`src/rtl/ext_spike_router.sv`:
```
`default_nettype none
// ============================================================================
// Module   : ext_spike_router
// Purpose  : Merges external stimulus spikes with polarity-routed neuron column
//            spikes onto synapse-row inputs; all outputs registered.
//            Optional per-row collision counters: define ROUTER_COLLISION_CNT_EN.
// Revision : 1.0
// ============================================================================
module ext_spike_router #(
    parameter int NUM_SYNAPSE_ROWS = 2,
    parameter int NUM_COLS         = 1
) (
    input  logic                               clk,
    input  logic                               reset,
    input  logic                               route_en,
    input  logic [NUM_SYNAPSE_ROWS-1:0]        ext_valid,
    input  logic [NUM_COLS-1:0]                nn_valid,
    input  logic [NUM_COLS-1:0]                nn_on_off,
    input  logic [NUM_SYNAPSE_ROWS*NUM_COLS-1:0] conn_on,
    input  logic [NUM_SYNAPSE_ROWS*NUM_COLS-1:0] conn_off,
`ifdef ROUTER_COLLISION_CNT_EN
    input  logic                               collision_clr,
    output logic [8*NUM_SYNAPSE_ROWS-1:0]      collision_cnt,
`endif
    output logic [NUM_SYNAPSE_ROWS-1:0]        row_valid,
    output logic [NUM_SYNAPSE_ROWS-1:0]        row_src_ext,
    output logic [NUM_SYNAPSE_ROWS-1:0]        row_src_nn
);

    localparam logic [7:0] C_CNT_MAX = 8'hFF;

    logic [NUM_SYNAPSE_ROWS-1:0] w_nn_hit;
    logic [NUM_SYNAPSE_ROWS-1:0] w_seen;
    logic [NUM_SYNAPSE_ROWS-1:0] w_collide;
    logic                        w_col_hit;

    logic [NUM_SYNAPSE_ROWS-1:0] w_row_valid_d, r_row_valid_q;
    logic [NUM_SYNAPSE_ROWS-1:0] w_row_src_ext_d, r_row_src_ext_q;
    logic [NUM_SYNAPSE_ROWS-1:0] w_row_src_nn_d, r_row_src_nn_q;

    // w_seen tracks "at least one source so far"; a further source on a row
    // that has already seen one marks a collision, avoiding a popcount.
    always_comb begin
        w_nn_hit  = '0;
        w_seen    = ext_valid;
        w_collide = '0;
        w_col_hit = 1'b0;
        for (int r = 0; r < NUM_SYNAPSE_ROWS; r++) begin
            for (int c = 0; c < NUM_COLS; c++) begin
                w_col_hit = route_en & nn_valid[c] &
                            ((nn_on_off[c] & conn_on[r*NUM_COLS+c]) |
                             (~nn_on_off[c] & conn_off[r*NUM_COLS+c]));
                w_collide[r] = w_collide[r] | (w_seen[r] & w_col_hit);
                w_seen[r]    = w_seen[r] | w_col_hit;
                w_nn_hit[r]  = w_nn_hit[r] | w_col_hit;
            end
        end
    end

    always_comb begin
        w_row_src_ext_d = ext_valid;
        w_row_src_nn_d  = w_nn_hit;
        w_row_valid_d   = ext_valid | w_nn_hit;
    end

    always_ff @(posedge clk) begin
        if (reset) begin
            r_row_valid_q   <= '0;
            r_row_src_ext_q <= '0;
            r_row_src_nn_q  <= '0;
        end else begin
            r_row_valid_q   <= w_row_valid_d;
            r_row_src_ext_q <= w_row_src_ext_d;
            r_row_src_nn_q  <= w_row_src_nn_d;
        end
    end

    assign row_valid   = r_row_valid_q;
    assign row_src_ext = r_row_src_ext_q;
    assign row_src_nn  = r_row_src_nn_q;

`ifdef ROUTER_COLLISION_CNT_EN
    logic [7:0] w_cnt_d [NUM_SYNAPSE_ROWS];
    logic [7:0] r_cnt_q [NUM_SYNAPSE_ROWS];

    always_comb begin
        for (int r = 0; r < NUM_SYNAPSE_ROWS; r++) begin
            w_cnt_d[r] = r_cnt_q[r];
            if (collision_clr) begin
                w_cnt_d[r] = 8'd0;
            end else if (w_collide[r] && (r_cnt_q[r] != C_CNT_MAX)) begin
                w_cnt_d[r] = r_cnt_q[r] + 8'd1;
            end
        end
    end

    always_ff @(posedge clk) begin
        for (int r = 0; r < NUM_SYNAPSE_ROWS; r++) begin
            if (reset) begin
                r_cnt_q[r] <= 8'd0;
            end else begin
                r_cnt_q[r] <= w_cnt_d[r];
            end
        end
    end

    for (genvar g = 0; g < NUM_SYNAPSE_ROWS; g++) begin : g_cnt_out
        assign collision_cnt[8*g +: 8] = r_cnt_q[g];
    end
`else
    logic w_unused_collide;
    assign w_unused_collide = ^w_collide;
`endif

endmodule
`default_nettype wire

```
`config.mk`:
```
export PLATFORM = sky130hd
export DESIGN_NAME = ext_spike_router
export DESIGN_NICKNAME = d
export VERILOG_FILES = /design/src/rtl/ext_spike_router.sv
export SDC_FILE = /design/constraint.sdc
export NUM_CORES = 1
export LEC_CHECK = 0
export BUFFER_PORTS_ARGS = -buffer_cell sky130_fd_sc_hd__clkbuf_2
export CELL_PAD_IN_SITES_DETAIL_PLACEMENT = 0
export CELL_PAD_IN_SITES_GLOBAL_PLACEMENT = 2
export CORE_AREA = 3 3 40 42
export CTS_CLUSTER_SIZE = 8
export DETAILED_ROUTE_END_ITERATION = 16
export DIE_AREA = 0 0 43 45
export PLACE_DENSITY_LB_ADDON = 0.1
export SLEW_MARGIN = 10
export SYNTH_ARGS = -nofsm -noshare
export SYNTH_HDL_FRONTEND = slang
export SYNTH_SLANG_ARGS = --single-unit
```
`constraint.sdc`:
```
create_clock -name clk -period 1.3 [get_ports clk]
set_clock_uncertainty 0.15 [all_clocks]
set_input_delay 0.26 -clock clk [delete_from_list [all_inputs] [get_ports clk]]
set_output_delay 0.26 -clock clk [all_outputs]
set_load 0.005 [all_outputs]
```
==> summary by stage, run 1 <==
Outcome
The flow ran to the end, and the final reports show no timing, DRC or antenna violations.

Power and ir drop
The total power divided by cell area is approximately 1300 mW/mm^2. For this design the static power due to leakage is around 0.17 nW. The peak supply drop is between 300 and 400 uV.

Worst setup path
STA classifies the critical path startpoint as a register. Traced cell by cell, the critical path runs through clkbuf_2. The critical path is of the reg2out type. The required time of the critical path is around 890 ps. The worst path buffer plus inverter count is 1. STA classifies the critical path endpoint as an output port. Along the worst path, the maximum fanout reaches 1.

The arrival time reported for the critical path endpoint is roughly 640 ps. Among all stages on the critical path, the largest delay is contributed by sky130_fd_sc_hd__dfxtp_1. The critical path's largest stage delay is approximately 300 ps. Among cell families on the critical path, the largest total delay comes from flip-flops.

Route
The first-pass detailed-route iteration total is 2. Wires add up to 439 um. The number of DRC markers in iteration 0 is 1. The number of vias in the routed layout is around 170.

The via density per instance is 3.51. The wire length per cell is between 8 and 9 um. In the routed design, unresolved DRC markers number 0. The count of nets left with antenna violations once routing finished came out at 0.

Place
The total of buffers placed on input and output ports is 16. Routability-driven placement finished with a final weighted congestion of 0.562. The pre-CTS setup slack is roughly 310 ps.

Clocking
For this design, the sink count on the clock tree is 6. Buffers inserted during clock tree synthesis total 3. The count of buffers added by post-CTS timing repair for setup is 0.

For this design, the CTS-stage hold fixing added 0 buffers. Counting along the longest clock path gives a buffer depth of 2. The number of levels the H-tree was split into is 1. Once the clock tree was built, the resizer swapped 0 gates to a different size. In this run the clock root is driven by a sky130_fd_sc_hd__clkbuf_4. TritonCTS built the clock tree. The clock transition time at the flip-flop clock pins of the worst setup and hold paths is 40 ps.

Synth
The total standard cell area after synthesis is 195 um^2. In this run, synthesis produced a sequential element count of 6. Yosys attributes the largest share of cell area to sky130_fd_sc_hd__dfxtp_1 62%, sky130_fd_sc_hd__mux2i_1 10%, sky130_fd_sc_hd__nand3b_4 10%. For this run, the number of Yosys warnings is 0.

Ranked by instance count, the synthesized netlist is headed by 6 x sky130_fd_sc_hd__dfxtp_1, 2 x sky130_fd_sc_hd__mux2i_1, 2 x sky130_fd_sc_hd__nor2_1, 2 x sky130_fd_sc_hd__nor2b_1, 2 x sky130_fd_sc_hd__o21bai_1. The number of nets produced by synthesis is 26. The largest total area in the synthesized netlist belongs to sky130_fd_sc_hd__dfxtp_1. The sequential cell area fraction in the yosys report is 0.615. The proportion of register bits with asynchronous set or reset after synthesis is 0.

The share of Yosys cell area claimed by the top area cell type is 0.615. The cell with the most instances after synthesis is sky130_fd_sc_hd__dfxtp_1. After technology mapping, the gate count stands at 15. The synthesized design contains 0 enable-type register cells. The most instantiated flip-flop cell in the synthesis netlist is sky130_fd_sc_hd__dfxtp_1. The mean area per synthesized cell is roughly 13 um^2.

The distinct cell type count of the synthesized netlist is 6.

Flow run
Max-cap violations in this run came to 0.

Finish
Of the cells placed in the final design, the portion with a size suffix greater than 1 is 0.588. The layout overhead on the synthesized area is 62.2%. The antenna diode count is 0.

The number of inserted filler cells in the final layout is around 150. The number of nets in the layout is 47.

Global routing
The number of global-route vias before repair came to 176. Entering global routing, the biggest net connects 5 pins. The total global-route track usage is 0.0575. The first-pass GRT wire length is 745 um. The number of antenna violations at the first check in global routing came to 0. The total overflow left after global routing is 0.

STA
At the pin with the least slew margin, the transition time is 195 ps. The peak clock frequency supported by timing is 950 MHz. The sum of negative setup slack is 0 ps.

Setup violations remaining at the end of the flow were counted as 0. Setup repair after global routing left no endpoint under its margin. The number of slew-limit violations in the final report was 0. Setup slack on the critical path of the routed design comes to roughly 250 ps. The final critical delay including setup and external delays is 1050 ps.

Of the available clock period, the critical path in the final layout requires 0.810. The final hold violation count is 0. The worst slew slack as a fraction of its limit is 0.867.

Min path
The min-delay analysis places its worst path in the category in2reg.

Floorplan
The core area is around 0.0013 mm^2. The starting density of the core is 0.152. In this run the vertical extent of the chip is about 45 um.

The die boundary width is between 40 and 50 um. 17 I/O pins were placed. In this run the core area contains 13 standard-cell rows. The die covers between 0.0015 and 0.002 mm^2.
-- power breakdown --
group / switching (W) / total [W] / internal, W
sequential: 0.00000214 / 0.000196 / 0.000194
combinational: 0.0000178 / 0.0000440 / 0.0000262
clock: 0.0000603 / 0.000164 / 0.000104
total: 0.0000803 / 0.000405 / 0.000325
-- layout make-up --
| type | count | area, um^2 | area share |
|---|---|---|---|
| clock buffer | 3 | 22.5 | 0.0711 |
| multi-input combinational | 9 | 75.1 | 0.237 |
| sequential | 6 | 120 | 0.379 |
| tap | 15 | 18.8 | 0.0593 |
| timing repair buffer | 16 | 80.1 | 0.253 |
-- through the flow --
step	instances	instance area, um^2	hold WS, ps	util	power [W]
2_1_floorplan	15	195	190	-	0.000216
3_3_place_gp	46	294	329	0.229	0.000245
3_5_place_dp	46	294	333	0.229	0.000246
4_1_cts	49	317	80.3	0.246	0.000416
5_1_grt	49	317	97.6	0.246	0.000432
6_report	49	317	80.7	0.246	0.000405
-- state kept, by name (all words and copies together) (netlist names) --
| register | flops |
|---|---|
| row_src_ext | 2 |
| row_src_nn | 2 |
| row_valid | 2 |
-- kinds of logic after synthesis --
group	share of synthesized area
multiplexers	0.103
AND/OR/NAND/NOR	0.205
flip-flops	0.615
AO/OA/AOI/OAI	0.0769
-- routing by layer --
metal	global-route usage	share of wire	vias to the layer above
met5	0	0	-
met4	0.0361	0.0091	0
met3	0.0518	0.14	2
met2	0.0898	0.49	10
met1	0.0482	0.36	72
li1	-	-	88
-- worst paths after layout --
kind | start | end | slack (ps) | cells after the start
max | row_valid[0]$_SDFF_PP0_ | row_valid[0] | 250 | 1
min | reset | row_src_ext[0]$_SDFF_PP0_ | 80 | 2
-- cell usage in the layout (no fill, tap or decap) --
master / n
sky130_fd_sc_hd__nor2b_1: 2
sky130_fd_sc_hd__nor2_1: 2
sky130_fd_sc_hd__dfxtp_1: 6
sky130_fd_sc_hd__clkbuf_4: 3
sky130_fd_sc_hd__mux2i_1: 2
sky130_fd_sc_hd__clkbuf_2: 16
sky130_fd_sc_hd__o21bai_1: 2
sky130_fd_sc_hd__nand3b_4: 1
Power figures use the tool's default switching activity.
==> inputs of run 2 (changes only) <==
--- a/config.mk
+++ b/config.mk
@@ -8,10 +8,10 @@
 export BUFFER_PORTS_ARGS = -buffer_cell sky130_fd_sc_hd__clkbuf_2
 export CELL_PAD_IN_SITES_DETAIL_PLACEMENT = 0
 export CELL_PAD_IN_SITES_GLOBAL_PLACEMENT = 2
-export CORE_AREA = 3 3 40 42
+export CORE_MARGIN = 3
+export CORE_UTILIZATION = 15
 export CTS_CLUSTER_SIZE = 8
 export DETAILED_ROUTE_END_ITERATION = 16
-export DIE_AREA = 0 0 43 45
 export PLACE_DENSITY_LB_ADDON = 0.1
 export SLEW_MARGIN = 10
 export SYNTH_ARGS = -nofsm -noshare
==> constraint.sdc (replaced) <==
create_clock -name clk -period 0.9 [get_ports clk]
set_clock_uncertainty 0.15 [all_clocks]
set_input_delay 0.18 -clock clk [delete_from_list [all_inputs] [get_ports clk]]
set_output_delay 0.18 -clock clk [all_outputs]
set_load 0.005 [all_outputs]
==> run 2 against run 1 <==
Effect of this change:
- the flow now finishes with violations (negative setup slack)
- via count increased by 5.8%
- die area decreased by 8.5%
- clock power increased by 46%
- combinational power increased by 51%
- first-iteration DRC count decreased by 100%
- final area increased by 2.8%
- critical path depth unchanged
- worst setup slack got worse by 330 ps
- critical endpoint is now row_src_nn[1]
- largest power group unchanged
- highest routed layer is now met3
==> summary by stage, run 2 (synthesis results as in run 1) <==
Route
For this block, the routed nets add up to about 480 um of wire. After the first detailed-routing iteration, the DRC count stood at 0. The post-route DRC violation count is 0. For this run, the detailed router's first-pass iteration total came to 1.

Summing over every cut layer, the via total after detailed routing is between 150 and 200. After detailed routing, the number of vias per cell comes to about 3.8. The wire length per cell is 10.1 um. The residual antenna-violating net count after detailed routing is 0.

Floorplan
For this design the top-level I/O count stands at 17. The core area is 0.00116 mm^2. The count of standard-cell rows is 12. The starting density of the core is 0.169.

The floorplan step set the die width to approximately 42 um. The height of the chip is 42.1 um. The die outline area is around 0.0018 mm^2.

Finish
The most common library cell in the layout ignoring fill and taps is sky130_fd_sc_hd__clkbuf_2. Of the cells placed in the final design, the portion with a size suffix greater than 1 is 0.676. The number of inserted filler cells in the final layout is about 140.

The antenna diode count is 0. At the end of the flow the core is filled with cells to 0.281. In the layout the commonest cells are 14 x sky130_fd_sc_hd__clkbuf_2, 3 x sky130_fd_sc_hd__clkbuf_4, 3 x sky130_fd_sc_hd__dfxtp_1, 3 x sky130_fd_sc_hd__dfxtp_2. The finished cells cover about 330 um^2. Compared with the post-synthesis result, the final layout area differs by 66.7%. The register cell area after layout is 124 um^2. In the final layout, the multi-input gates occupy ~75 um^2. The number of nets in the layout is 47.

Worst setup path
The type of element launching the critical path is a register. The critical path's largest stage delay is 310 ps. The worst setup path is captured at an output port. Among cell families on the critical path, the largest total delay comes from flip-flops. The critical path's slowest cell is sky130_fd_sc_hd__dfxtp_2. At the worst endpoint, the required time is between 500 and 600 ps. Together, buffers and inverters on the worst path number 1. Traced cell by cell, the critical path runs through buf_6. The arrival time reported for the critical path endpoint is roughly 650 ps. The highest fanout seen on the critical path is 1. The critical path in this run is classified as reg2out.

Global routing
The first-pass GRT wire length is approximately 790 um. The number of global-route vias before repair was 182. The number of antenna violations at the first check in global routing is 0. The total overflow left after global routing is 0.

The total global-route track usage is 0.0639. The largest net degree at the start of global routing is 5.

STA
The final critical-path setup slack is -82.7 ps. Setup repair after global routing could not meet its margin everywhere. The final hold violation count is 0. Headroom to the max-slew limit came out at 0.865. At the pin with the least slew margin, the transition time is 197 ps. The final period utilization is 1.09. The sum of negative setup slack is -419 ps.

Final hold analysis gives a worst-case slack of ~2.2 ps. Counting I/O delays and the setup requirement, the final critical path takes between 900 and 1000 ps. Setup violations remaining at the end of the flow were counted as 6. The peak clock frequency supported by timing is about 1000 MHz. The number of slew-limit violations in the final report is 0.

Outcome
The flow ran to the end, but the final reports show violations. The final reports fail on negative setup slack.

Clocking
The TritonCTS buffer count is 3. Clock-pin slew was measured on the worst setup and hold paths at approximately 50 ps. The number of buffers on the longest clock path is 2. The TritonCTS clock tree is built.

The number of hold buffers added after CTS was 0. The tree is rooted in a sky130_fd_sc_hd__clkbuf_4. The TritonCTS sink count is 6. The number of levels the H-tree was split into is 1.

Power and ir drop
Summed over all cells, the static leakage comes to between 0.15 and 0.2 nW. The peak supply drop is slightly above 500 uV. Dividing total power by cell area gives a power density of 1820 mW/mm^2.

Min path
The hold-critical path depth is 2. The start point of the worst hold path is reset. The tightest min-delay check is of the in2reg type. The worst hold path terminates at row_src_ext[1]$_SDFF_PP0_.

Place
Once placement finished, the instance area stood at 293 um^2. The count of buffers added on input and output ports is 16. The HPWL after detailed placement is 426 um. The congestion estimate from routability-driven global placement came to 0.625. Before CTS, the worst setup slack after placement is 16.6 ps.

Flow run
The max-cap violation count is 0.
-- run 2: cell types whose count changed in the layout (fill, tap and decap cells not counted), sizes merged --
cell	delta
clkbuf	-2
buf	+2
-- run 2: layout make-up --
type	instances	area share
flip-flops and latches	6	0.381
repair buffers	16	0.265
clock buffers	3	0.0692
multi-input cells	9	0.231
well taps	14	0.0538
-- run 2: worst max path at each step --
stage | start | to | slack (ps) | cells past startpoint
2_1_floorplan | nn_on_off | row_valid[0]$_SDFF_PP0_ | 200 | 2
3_3_place_gp | nn_on_off | row_valid[0]$_SDFF_PP0_ | -20 | 3
3_5_place_dp | nn_on_off | row_valid[0]$_SDFF_PP0_ | 20 | 3
4_1_cts | row_valid[1]$_SDFF_PP0_ | row_valid[1] | -100 | 1
5_1_grt | row_valid[1]$_SDFF_PP0_ | row_valid[1] | -110 | 1
6_report | row_src_nn[1]$_SDFF_PP0_ | row_src_nn[1] | -80 | 1
-- run 2: metrics by stage --
| step | power, W | instances |
|---|---|---|
| after floorplan | 0.000312 | 15 |
| after global placement | 0.000356 | 45 |
| after detailed placement | 0.000355 | 45 |
| after CTS | 0.000604 | 48 |
| after global routing | 0.000621 | 48 |
| final | 0.000591 | 48 |
-- run 2: timing repair --
item	CTS	global route
endpoints found under the hold margin	0	0
resized for setup	0	6
setup buffers	0	0
endpoints found under the setup margin	6	6
-- run 2: routing by layer --
layer | vias up | track usage | routed length (um)
li1 | 90 | - | -
met1 | 84 | 0.0660 | 172
met2 | 8 | 0.0772 | 247
met3 | 0 | 0.0429 | 65
met4 | 0 | 0.0745 | 0
met5 | - | 0 | 0
-- run 2: report_power, final --
group	total [W]	internal (W)	switching, W
Sequential	0.000285	0.000282	0.00000323
Clock	0.000240	0.000150	0.0000893
Combinational	0.0000666	0.0000394	0.0000272
Total	0.000591	0.000472	0.000120
==> inputs of run 3 (changes only) <==
--- a/config.mk
+++ b/config.mk
@@ -5,11 +5,12 @@
 export SDC_FILE = /design/constraint.sdc
 export NUM_CORES = 1
 export LEC_CHECK = 0
+export ABC_AREA = 1
 export BUFFER_PORTS_ARGS = -buffer_cell sky130_fd_sc_hd__clkbuf_2
 export CELL_PAD_IN_SITES_DETAIL_PLACEMENT = 0
 export CELL_PAD_IN_SITES_GLOBAL_PLACEMENT = 2
 export CORE_MARGIN = 3
-export CORE_UTILIZATION = 15
+export CORE_UTILIZATION = 13
 export CTS_CLUSTER_SIZE = 8
 export DETAILED_ROUTE_END_ITERATION = 16
 export PLACE_DENSITY_LB_ADDON = 0.1
==> run 3 against run 2 <==
Effect of this change:
- the flow still finishes with violations (negative setup slack)
- synthesized area is the same
- final area grew 0.38%
- highest routed layer is now met4
- routed wire length shrank 9.9%
- worst setup slack gained 5.2 ps
- synthesized cell count grew 73%
- clock power shrank 5%
==> summary by stage, run 3 <==
Finish
The number of nets in the layout is 58. The layout cell share with drive strength beyond 1 is 0.489. Relative to the synthesized area, the layout overhead comes to 67.3%.

The finished layout holds 60 standard cells, fillers aside. After filler insertion, the fill cell instance count of the layout stands at 160. In the layout the commonest cells are 13 x sky130_fd_sc_hd__nand2_1, 13 x sky130_fd_sc_hd__clkbuf_2, 6 x sky130_fd_sc_hd__inv_1. The multi-input combinational cells in the finished layout cover a total of roughly 53 um^2. The register cell area after layout is around 120 um^2.

The repair_antennas step left the layout with diodes totalling 0.

Worst setup path
The critical path's largest stage delay is slightly above 300 ps. Data on the critical path is required at its endpoint by approximately 570 ps. The highest fanout seen on the critical path is 1.

The startpoint-to-endpoint class of the critical path is reg2out. STA classifies the critical path startpoint as a register. The arrival time reported for the critical path endpoint is about 650 ps. The critical path's slowest cell is sky130_fd_sc_hd__dfxtp_2.

Among cell families on the critical path, the largest total delay comes from flip-flops. STA classifies the critical path endpoint as an output port. Together, buffers and inverters on the worst path number 1.

The critical path goes through buf_6.

Route
The routed layout has 202 vias. The number of DRC markers in iteration 0 is 0. The residual antenna-violating net count after detailed routing is 0. After detailed routing, the number of vias per cell comes to between 3 and 4. The first-pass detailed-route iteration total is 1. After detailed routing, the number of remaining DRC violations is 0. In the final routed layout, each cell accounts on average for around 7.3 um. The final layout contains routed wiring with a total length of between 400 and 500 um.

Synth
The cell type contributing the most total cell area after synthesis is sky130_fd_sc_hd__dfxtp_1. The Yosys step of the flow raised 0 warnings. The proportion of register bits with asynchronous set or reset after synthesis is 0.

By area the synthesized netlist is led by sky130_fd_sc_hd__dfxtp_1 62%, sky130_fd_sc_hd__nand2_1 25%, sky130_fd_sc_hd__inv_1 12%. By count the netlist is led by 13 x sky130_fd_sc_hd__nand2_1, 6 x sky130_fd_sc_hd__dfxtp_1, 6 x sky130_fd_sc_hd__inv_1. The distinct cell type count of the synthesized netlist is 4. The number of register bits inferred by synthesis is 6. The average instance in the mapped netlist occupies ~7.5 um^2.

The most used flip-flop cell after synthesis is sky130_fd_sc_hd__dfxtp_1. The total standard cell area after synthesis is 195 um^2. The share of Yosys cell area claimed by the top area cell type is 0.615. The count of flip-flops with a built-in enable after synthesis is 0.

The most common cell in the synthesized netlist is sky130_fd_sc_hd__nand2_1. The sequential cell area fraction in the yosys report is 0.615. The number of nets produced by synthesis is 37. The cell count after synthesis came out at 26.

Power and ir drop
The leakage dissipation is between 0.2 and 0.25 nW. The fraction of power consumed by combinational cells is 0.106. Of the total power, the share spent switching nets is 0.189. For this design the total switching power over the nets is about 0.00011 W. The share of total power dissipated in sequential elements is 0.498. Cell internal power was estimated by the tool at ~0.00047 W. Of the total power, the clock network draws 0.396. The peak supply drop is between 200 and 300 uV.

The total power divided by cell area is roughly 1800 mW/mm^2.

Clocking
Clock-pin slew was measured on the worst setup and hold paths at 40 ps. The TritonCTS sink count is 6. The number of buffers on the longest clock path is 2.

CTS placed an instance of sky130_fd_sc_hd__clkbuf_4 at the clock tree root. The total of hold buffers inserted after clock tree synthesis is 0. The TritonCTS clock tree is built. The count of buffers added by post-CTS timing repair for setup is 0. The post-CTS resize count is 2. In this run, CTS created clock tree buffers numbering 3. CTS built an H-tree with a depth of 1.

STA
The number of slew-limit violations in the final report is 0. Dividing the final minimum period by the clock period gives 1.09. Setup repair after global routing could not meet its margin everywhere. The final hold violation count was 0. Timing would allow up to between 1000 and 1500 MHz.

The worst path in the final design needs a cycle of a little under 1000 ps, including I/O delays and setup. Setup total negative slack on the finished layout was measured at -399 ps. The worst slew slack as a fraction of its limit is 0.911. Across all setup checks in the final design, the least slack found is -77.5 ps. The final setup violation count is 6. The slew at the pin closest to its max-slew limit is around 130 ps.

Min path
For hold timing, the worst endpoint is row_src_ext[0]$_SDFF_PP0_. The start point of the worst hold path is ext_valid[0]. The worst hold path passes through 3 cells. The worst hold path class is in2reg.

Global routing
Entering global routing, the biggest net connects 4 pins. Across every metal layer, demand over resource in global routing totals 0.0479. The first-pass GRT wire length is between 600 and 700 um. For this run the aggregate overflow at the end of global routing stands at 0. The number of antenna violations at the first check in global routing is 0.

The number of global-route vias before repair is around 180.

Floorplan
The number of top-level pins is 17. For this configuration, the core starts out at a cell density of 0.145. After floorplanning, the core was divided into 13 placement rows. The region available for standard cell placement spans about 0.0014 mm^2.

The die outline area is around 0.002 mm^2. From left edge to right edge, the die measures between 40 and 50 um. The height of the chip is approximately 45 um.

Place
The placed cell count is 57. At the end of routability-driven placement, the weighted congestion stood at between 0.6 and 0.7. Buffers placed on the I/O ports in this run total 16. The pre-CTS setup slack is between 70 and 80 ps.

Outcome
The flow ran to the end, but the final reports show violations. The final reports fail on negative setup slack.

Flow run
The tool flagged a number of max-cap violations equal to 0.
==> run 3: cell types whose count changed in the layout (fill, tap and decap cells not counted) <==
| cell | previous run | this run |
|---|---|---|
| sky130_fd_sc_hd__nand2_1 | 0 | 13 |
| sky130_fd_sc_hd__inv_1 | 0 | 6 |
| sky130_fd_sc_hd__mux2i_1 | 2 | 0 |
| sky130_fd_sc_hd__nor2b_1 | 2 | 0 |
| sky130_fd_sc_hd__o21bai_1 | 2 | 0 |
| sky130_fd_sc_hd__buf_2 | 1 | 2 |
| sky130_fd_sc_hd__clkbuf_2 | 14 | 13 |
| sky130_fd_sc_hd__nand3b_4 | 1 | 0 |
| sky130_fd_sc_hd__nor2_1 | 2 | 1 |
==> run 3: per-stage QoR <==
| stage | hold slack, ps | area (um^2) | total power, W | utilization |
|---|---|---|---|---|
| 2_1_floorplan | 146 | 195 | 0.000309 | - |
| 3_3_place_gp | 234 | 294 | 0.000346 | 0.218 |
| 3_5_place_dp | 242 | 294 | 0.000349 | 0.218 |
| 4_1_cts | 5.79 | 319 | 0.000580 | 0.236 |
| 5_1_grt | 19.7 | 327 | 0.000605 | 0.242 |
| 6_report | 6.24 | 327 | 0.000575 | 0.242 |
==> run 3: kinds of logic (layout without fill, tap and decap cells) <==
logic type             after synthesis  in the layout  share of synthesized area
buffers and inverters                6             25                      0.115
flip-flops                           6              6                      0.615
AND/OR/NAND/NOR                     14             14                      0.269
==> run 3: how the worst max path moves through the flow <==
| stage | startpoint | to | slack, ps | cells past startpoint |
|---|---|---|---|---|
| 2_1_floorplan | nn_on_off | row_valid[0]$_SDFF_PP0_ | 250 | 5 |
| 6_report | row_src_ext[1]$_SDFF_PP0_ | row_src_ext[1] | -80 | 1 |
| 5_1_grt | row_valid[1]$_SDFF_PP0_ | row_valid[1] | -100 | 1 |
| 3_5_place_dp | nn_on_off | row_valid[0]$_SDFF_PP0_ | 70 | 6 |
| 3_3_place_gp | nn_on_off | row_valid[0]$_SDFF_PP0_ | 90 | 6 |
| 4_1_cts | row_valid[1]$_SDFF_PP0_ | row_valid[1] | -80 | 1 |
==> run 3: routing by layer <==
| layer | part of all wire | routed length (um) | global-route usage |
|---|---|---|---|
| met3 | 0.12 | 53 | 0.0279 |
| met1 | 0.40 | 176 | 0.0438 |
| met2 | 0.44 | 191 | 0.0688 |
| met4 | 0.032 | 14 | 0.0542 |
| met5 | 0 | 0 | 0 |
==> run 3: final cells by class <==
type | instances | share of cell area
clock buffers | 3 | 0.0690
inverters | 6 | 0.0690
repair buffers | 16 | 0.264
well taps | 15 | 0.0575
flip-flops and latches | 6 | 0.379
multi-input cells | 14 | 0.161
==> run 3: power groups by stage <==
stage	sequential (W)	combinational, W	clock [W]
2_1_floorplan	0.000290	0.0000188	0
3_3_place_gp	0.000288	0.0000586	0
3_5_place_dp	0.000289	0.0000598	0
4_1_cts	0.000286	0.0000601	0.000234
5_1_grt	0.000286	0.0000709	0.000248
6_report	0.000286	0.0000609	0.000228
